### src/rtl/alu_sub_arbiter_if.sv
// alu_sub_arbiter_if
//   Bundles the request/response signals of the shared subtract unit.
//   master : requester side. It drives valids, operands and S bits, and
//            receives grants, responses and flags.
//   slave  : arbiter side. It is the mirror of master.
//   Signals:
//     req_valid[1:0] / req_ready[1:0] : per-requester request handshake.
//     In1_0, In2_0, S_0               : requester 0 operands and set-flags bit.
//     In1_1, In2_1, S_1               : requester 1 operands and set-flags bit.
//     rsp_valid[1:0]                  : one-cycle response pulse to the owner.
//     Result, New_Flag                : registered difference and its NZCV.
//     Flag                            : architectural NZCV register.
//     busy                            : a response is in the output stage.
interface alu_sub_arbiter_if #(
  parameter int WIDTH = 32
);
  logic [1:0]       req_valid;
  logic [1:0]       req_ready;
  logic [WIDTH-1:0] In1_0;
  logic [WIDTH-1:0] In2_0;
  logic [WIDTH-1:0] In1_1;
  logic [WIDTH-1:0] In2_1;
  logic             S_0;
  logic             S_1;
  logic [1:0]       rsp_valid;
  logic [WIDTH-1:0] Result;
  logic [3:0]       New_Flag;
  logic [3:0]       Flag;
  logic             busy;

  modport master (
    output req_valid, In1_0, In2_0, In1_1, In2_1, S_0, S_1,
    input  req_ready, rsp_valid, Result, New_Flag, Flag, busy
  );

  modport slave (
    input  req_valid, In1_0, In2_0, In1_1, In2_1, S_0, S_1,
    output req_ready, rsp_valid, Result, New_Flag, Flag, busy
  );
endinterface

### src/rtl/alu_sub_arbiter.sv
// alu_sub_arbiter
//   Two requesters share one WIDTH-bit subtractor that also generates NZCV.
//   One request is granted per cycle. The difference and its flags are
//   registered, and one cycle later they are returned with a rsp_valid pulse
//   on the owner's bit. The architectural Flag register is written only by
//   granted ops that have S=1.
//
//   Handshake: a request transfers on a cycle where req_valid[i] & req_ready[i]
//   is high. req_ready is combinational, at most one bit is set, and it is
//   never set for an idle requester or while rst is high. Responses cannot be
//   back-pressured, so requesters must sample in the cycle rsp_valid is high.
//
//   Ports:
//     clk       : rising-edge clock.
//     rst       : synchronous, active-high reset.
//     bus       : alu_sub_arbiter_if.slave (the request/response bundle).
//     dbg_state : output-stage FSM state (0 = IDLE, 1 = RESP).
//
//   Configuration macro ALU_ARB_FIXED_PRIO_EN:
//     defined   : fixed priority. Requester 0 wins a tie, and requester 1
//                 can starve.
//     undefined : round-robin with a one-bit priority pointer.
module alu_sub_arbiter #(
  parameter int WIDTH = 32
) (
  input  logic              clk,
  input  logic              rst,
  alu_sub_arbiter_if.slave  bus,
  output logic              dbg_state
);

  typedef enum logic {
    IDLE = 1'b0,
    RESP = 1'b1
  } state_t;

  state_t           state_q;
  state_t           state_d;

  logic [1:0]       grant;
  logic [1:0]       owner_q;
  logic [WIDTH-1:0] result_q;
  logic [3:0]       new_flag_q;
  logic [3:0]       flag_q;

  logic [WIDTH-1:0] op_a;
  logic [WIDTH-1:0] op_b;
  logic             op_s;
  logic [WIDTH:0]   diff_ext;
  logic [WIDTH-1:0] diff;
  logic [3:0]       flags;

  // ---------------------------------------------------------------------------
  // Arbitration. Grants are forced low during reset, so an op presented in the
  // reset cycle is never accepted and produces no response.
  // ---------------------------------------------------------------------------
`ifdef ALU_ARB_FIXED_PRIO_EN
  always_comb begin
    grant = 2'b00;
    if (!rst) begin
      if (bus.req_valid[0])      grant = 2'b01;
      else if (bus.req_valid[1]) grant = 2'b10;
    end
  end
`else
  // prio names the requester that wins a tie. It moves to the loser after
  // every grant and holds when nothing is granted.
  logic prio_q;

  always_comb begin
    grant = 2'b00;
    if (!rst) begin
      case (bus.req_valid)
        2'b01:   grant = 2'b01;
        2'b10:   grant = 2'b10;
        2'b11:   grant = prio_q ? 2'b10 : 2'b01;
        default: grant = 2'b00;
      endcase
    end
  end

  always_ff @(posedge clk) begin
    if (rst) begin
      prio_q <= 1'b0;
    end else if (grant[0]) begin
      prio_q <= 1'b1;
    end else if (grant[1]) begin
      prio_q <= 1'b0;
    end
  end
`endif

  assign bus.req_ready = grant;

  // ---------------------------------------------------------------------------
  // Shared subtract datapath
  // ---------------------------------------------------------------------------
  always_comb begin
    op_a = grant[1] ? bus.In1_1 : bus.In1_0;
    op_b = grant[1] ? bus.In2_1 : bus.In2_0;
    op_s = grant[1] ? bus.S_1   : bus.S_0;
  end

  // The extra top bit of the extended subtraction is the unsigned borrow.
  // ARM carry is the inverse of that borrow.
  assign diff_ext = {1'b0, op_a} - {1'b0, op_b};
  assign diff     = diff_ext[WIDTH-1:0];

  assign flags = {
    diff[WIDTH-1],
    (diff == '0),
    ~diff_ext[WIDTH],
    (op_a[WIDTH-1] ^ op_b[WIDTH-1]) & (diff[WIDTH-1] ^ op_a[WIDTH-1])
  };

  // ---------------------------------------------------------------------------
  // Output-stage FSM. Any grant loads the stage and moves to RESP, so the
  // stage can turn over every cycle.
  // ---------------------------------------------------------------------------
  always_comb begin
    state_d = IDLE;
    if (|grant) state_d = RESP;
  end

  always_ff @(posedge clk) begin
    if (rst) begin
      state_q    <= IDLE;
      owner_q    <= 2'b00;
      result_q   <= '0;
      new_flag_q <= 4'b0000;
      flag_q     <= 4'b0000;
    end else begin
      state_q <= state_d;
      if (|grant) begin
        owner_q    <= grant;
        result_q   <= diff;
        new_flag_q <= flags;
        if (op_s) flag_q <= flags;
      end
    end
  end

  assign bus.rsp_valid = (state_q == RESP) ? owner_q : 2'b00;
  assign bus.busy      = (state_q == RESP);
  assign bus.Result    = result_q;
  assign bus.New_Flag  = new_flag_q;
  assign bus.Flag      = flag_q;
  assign dbg_state     = state_q;

endmodule

### src/flat_wrapper.sv
// flat-port wrapper written by rule: the top's interface ports become plain ports
module alu_sub_arbiter_flat 
#(
  parameter int WIDTH = 32
)
  (clk, rst, dbg_state, bus_req_valid, bus_In1_0, bus_In2_0, bus_In1_1, bus_In2_1, bus_S_0, bus_S_1, bus_req_ready, bus_rsp_valid, bus_Result, bus_New_Flag, bus_Flag, bus_busy);
  alu_sub_arbiter_if #(.WIDTH(WIDTH)) bus_i ();
  input  logic clk;
  input  logic rst;
  output logic dbg_state;
  input wire logic [$bits(bus_i.req_valid)-1:0] bus_req_valid;
  input wire logic [$bits(bus_i.In1_0)-1:0] bus_In1_0;
  input wire logic [$bits(bus_i.In2_0)-1:0] bus_In2_0;
  input wire logic [$bits(bus_i.In1_1)-1:0] bus_In1_1;
  input wire logic [$bits(bus_i.In2_1)-1:0] bus_In2_1;
  input wire logic [$bits(bus_i.S_0)-1:0] bus_S_0;
  input wire logic [$bits(bus_i.S_1)-1:0] bus_S_1;
  output wire logic [$bits(bus_i.req_ready)-1:0] bus_req_ready;
  output wire logic [$bits(bus_i.rsp_valid)-1:0] bus_rsp_valid;
  output wire logic [$bits(bus_i.Result)-1:0] bus_Result;
  output wire logic [$bits(bus_i.New_Flag)-1:0] bus_New_Flag;
  output wire logic [$bits(bus_i.Flag)-1:0] bus_Flag;
  output wire logic [$bits(bus_i.busy)-1:0] bus_busy;
  assign bus_i.req_valid = bus_req_valid;
  assign bus_i.In1_0 = bus_In1_0;
  assign bus_i.In2_0 = bus_In2_0;
  assign bus_i.In1_1 = bus_In1_1;
  assign bus_i.In2_1 = bus_In2_1;
  assign bus_i.S_0 = bus_S_0;
  assign bus_i.S_1 = bus_S_1;
  assign bus_req_ready = bus_i.req_ready;
  assign bus_rsp_valid = bus_i.rsp_valid;
  assign bus_Result = bus_i.Result;
  assign bus_New_Flag = bus_i.New_Flag;
  assign bus_Flag = bus_i.Flag;
  assign bus_busy = bus_i.busy;
  alu_sub_arbiter #(.WIDTH(WIDTH)) u_core (.clk(clk), .rst(rst), .bus(bus_i), .dbg_state(dbg_state));
endmodule
### config.mk
export PLATFORM = sky130hd
export DESIGN_NAME = alu_sub_arbiter_flat
export DESIGN_NICKNAME = d
export VERILOG_FILES = /design/src/rtl/alu_sub_arbiter_if.sv /design/src/rtl/alu_sub_arbiter.sv /design/src/flat_wrapper.sv
export SDC_FILE = /design/constraint.sdc
export NUM_CORES = 1
export LEC_CHECK = 0
export CAP_MARGIN = 20
export CORE_MARGIN = 4
export CORE_UTILIZATION = 44
export CTS_CLUSTER_DIAMETER = 80
export CTS_CLUSTER_SIZE = 30
export DETAILED_ROUTE_END_ITERATION = 12
export PLACE_DENSITY_LB_ADDON = 0.25
export SETUP_SLACK_MARGIN = 0.1
export SLEW_MARGIN = 10
export SYNTH_ARGS = -nofsm -noshare
export SYNTH_HDL_FRONTEND = slang
export SYNTH_SLANG_ARGS = --single-unit
### constraint.sdc
create_clock -name clk -period 7.75 [get_ports clk]
set_clock_uncertainty 0.05 [all_clocks]
set_input_delay 2.325 -clock clk [delete_from_list [all_inputs] [get_ports clk]]
set_output_delay 2.325 -clock clk [all_outputs]
set_load 0.01 [all_outputs]
==> metrics.md <==
| Metric | Value |
|---|---|
| Synth area leader | dfxtp_1 |
| Antenna-violating nets left | 0 |
| Initial drt markers | 283 |
| Slew headroom | 32.46% |
| Total negative slack | 0 ns |
| Count leader, synth | nand2_1 |
| CP Class | input port to flip-flop |
| Initial antenna violation count | 0 |
| Via density | 5.722 |
| Clock slew at reported path FFs | 0.08 ns |
| Status | complete, no violations |
| Worst slew pin tran | 1.011 ns |
| Synth-to-layout area growth | 45.11% |
| Clk sinks | 42 |
| Cell area after synthesis | 4388 µm² |
| Crit-path max FO | 42 |
| Max Slew Vio Count | 0 |
| #FFs+latches synth | 42 |
| Post-cts hold buffer count | 0 |
| Top cells by area, synth | dfxtp_1 (19%), ha_1 (9.1%), mux2_2 (8.5%) |
| Startpoint Class | input port |
| 1st-pass router iterations | 8 |
| Routed WL | 14.34 mm |
| CTS tree | yes |
| Unrepaired setup endpoints after global routing | false |
| PortBufs | 179 |
| Final Net Count | 885 |
| Psw | 0.0003671 W |
| Core area | 9729 µm² |
| Mapped Nets | 729 |
| Post-synthesis sequential area ratio | 19.16% |
| # DRC | 0 |
| Number of diodes | 0 |
| Clock power share | 16.0% |
| Highest clock rate | 0.1449 GHz |
| P_int | 0.0005592 W |
| Synth top area share | 19.16% |
| Io pins | 180 |
| Die W | 107.9 µm |
| Die area | 11630 µm² |
| Root buf cell | clkbuf_8 |
| Sw frac | 39.63% |
| Global route overflow | 0 |
| Power Total | 0.0009263 W |
| Most frequent cells after synthesis | nand2_1 (70), a21oi_1 (58), dfxtp_1 (42) |
| EDFF count, synth | 0 |
| Via count | 4875 |
| CTS max path bufs | 2 |
| Synth Flop Type | dfxtp_1 |
| Sequential Power Share | 27.2% |
| TritonCTS Buffers | 5 |
| Non-filler cells, final | 852 |
| Tcrit/Tclk final | 89.03% |
| Vias in the first global route | 4647 |
| Max Cap Viol | 0 |
| Largest net degree at the start of global routing | 45 |
| Die height | 107.9 µm |
| H-tree levels | 2 |
| Yosys warnings | 0 |
| Synth Area per Inst | 7.808 µm² |
| Tot GR Track Use | 23.21% |
| Worst vdd ir | 0.00007715 V |
| Clk Latency, worst-skew pair | 0.28 ns |
| WP data arrival | 7.07 ns |
| Global-route wire length before repair | 21.99 mm |
| Synth unique cells | 65 |
| Num rows | 36 |
| Cells after synthesis | 562 |
| Post-CTS Setup Inserts | 0 |
| Routed len/inst | 16.83 µm |
| Initial Utilization | 45.10% |
| Placed insts | 844 |
| Reg2Reg Setup Slack | 3.03 ns |
| Post_cts resized | 0 |
| Required @ worst endpoint | 7.92 ns |
| RD Place Congestion | 0.9226 |
| Critical Path Sink Type | flip-flop |
| Final hold viol count | 0 |
| Fraction of final layout cells sized beyond drive strength 1 | 8.623% |
| Final setup fails | 0 |
| Estimated wirelength of the detail-placed design | 11.85 mm |
| Min cycle time layout | 6.900 ns |
| Static Leak | 2.393 nW |
| Post-synthesis async set-or-reset flop share | 0% |
| Filler cells | 873 |
| Comb pwr share | 56.9% |
| Pwr dens | 145.5 nW/µm² |
| Hold Path Class | flip-flop to flip-flop |
-- critical path, cell delays in order --
cell and delay (ns):
clkdlybuf4s50_1 0.45, nor2b_1 0.16, nor3b_2 0.29, buf_12 0.28, mux2i_1 0.24, ha_1 0.19, inv_1 0.05, fa_1 0.41
a21o_1 0.25, a221oi_4 0.38, o31ai_2 0.15, xor2_1 0.17, or4b_1 0.51, or4_1 0.51, nor4_1 0.32, nand4_1 0.18
o21ai_1 0.16
-- per-layer routing --
layer | track usage (%) | up-vias | share of wire, %
li1 | - | 2409 | -
met1 | 29.80 | 2255 | 42
met2 | 41.34 | 188 | 50
met3 | 3.119 | 23 | 6.6
met4 | 4.689 | 0 | 1.6
met5 | 0 | - | 0
-- sequential cells by signal (all words and copies together) (netlist names) --
signal	flops
u_core.bus.New_Flag	4
u_core.owner_q	2
u_core.bus.Result	31
u_core.bus.Flag	4
u_core.bus.busy	1
-- placed cells by master, fill, tap and decap left out, types with 12 or more instances in the layout --
cell / netlist / routed
nor2_1: 31 / 30
clkdlybuf4s50_1: 0 / 179
a21oi_1: 58 / 58
o21ai_0: 22 / 22
nand3_1: 12 / 12
mux2_2: 33 / 33
ha_1: 32 / 32
dfxtp_1: 42 / 42
mux2i_1: 35 / 35
nand2_1: 70 / 70
-- power groups by stage --
stage,Sequential (W),Clock [W],Combinational (W)
after floorplan,0.000266,0,0.000307
after global placement,0.000256,0,0.000515
after detailed placement,0.000257,0,0.000521
after CTS,0.000252,0.000151,0.000523
after global routing,0.000255,0.000159,0.000575
final,0.000252,0.000148,0.000527
-- cell type report --
cell class	instances	area (µm²)	share of cell area, %
Timing Repair Buffer	186	1857	29.16
Tap cell	133	166.4	2.613
Clock inverter	3	21.27	0.3341
Clock buffer	5	68.82	1.081
Sequential cell	42	840.8	13.20
Multi-Input combinational cell	477	3391	53.25
Inverter	6	22.52	0.3537
-- logic make-up after synthesis --
group                    after synthesis  share of synthesized area (%)
AO/OA/AOI/OAI                        174                          26.80
XOR/XNOR                              17                          3.393
adder cells (fa/ha/maj)               33                          9.581
buffers and inverters                 43                          3.849
flip-flops                            42                          19.16
multiplexers                          68                          16.45
AND/OR/NAND/NOR                      185                          20.76
-- path summary, 6_finish.rpt --
kind,start,to,cells after the start
setup / recovery,bus_req_valid[0],u_core.bus.Flag[2]$_SDFFE_PP0P_,17
hold / removal,u_core.bus.Result[3]$_SDFFE_PP0P_,u_core.bus.Result[3]$_SDFFE_PP0P_,2
setup reg to reg,u_core.owner_q[0]$_SDFFE_PP0P_,u_core.bus.Flag[2]$_SDFFE_PP0P_,16
hold reg to reg,u_core.bus.Result[3]$_SDFFE_PP0P_,u_core.bus.Result[3]$_SDFFE_PP0P_,2
-- stage by stage --
step / hold slack [ns] / util, % / setup WS [ns] / area (µm²)
after floorplan: 0.4261 / - / 0.9175 / 4388
after global placement: 0.3889 / 64.52 / 0.7688 / 6277
after detailed placement: 0.3946 / 64.52 / 0.5321 / 6277
after CTS: 0.4060 / 65.45 / 0.8144 / 6367
after global routing: 0.4264 / 65.45 / 0.5288 / 6367
final: 0.4041 / 65.45 / 0.8501 / 6367
(Power assumes the default switching activity.)
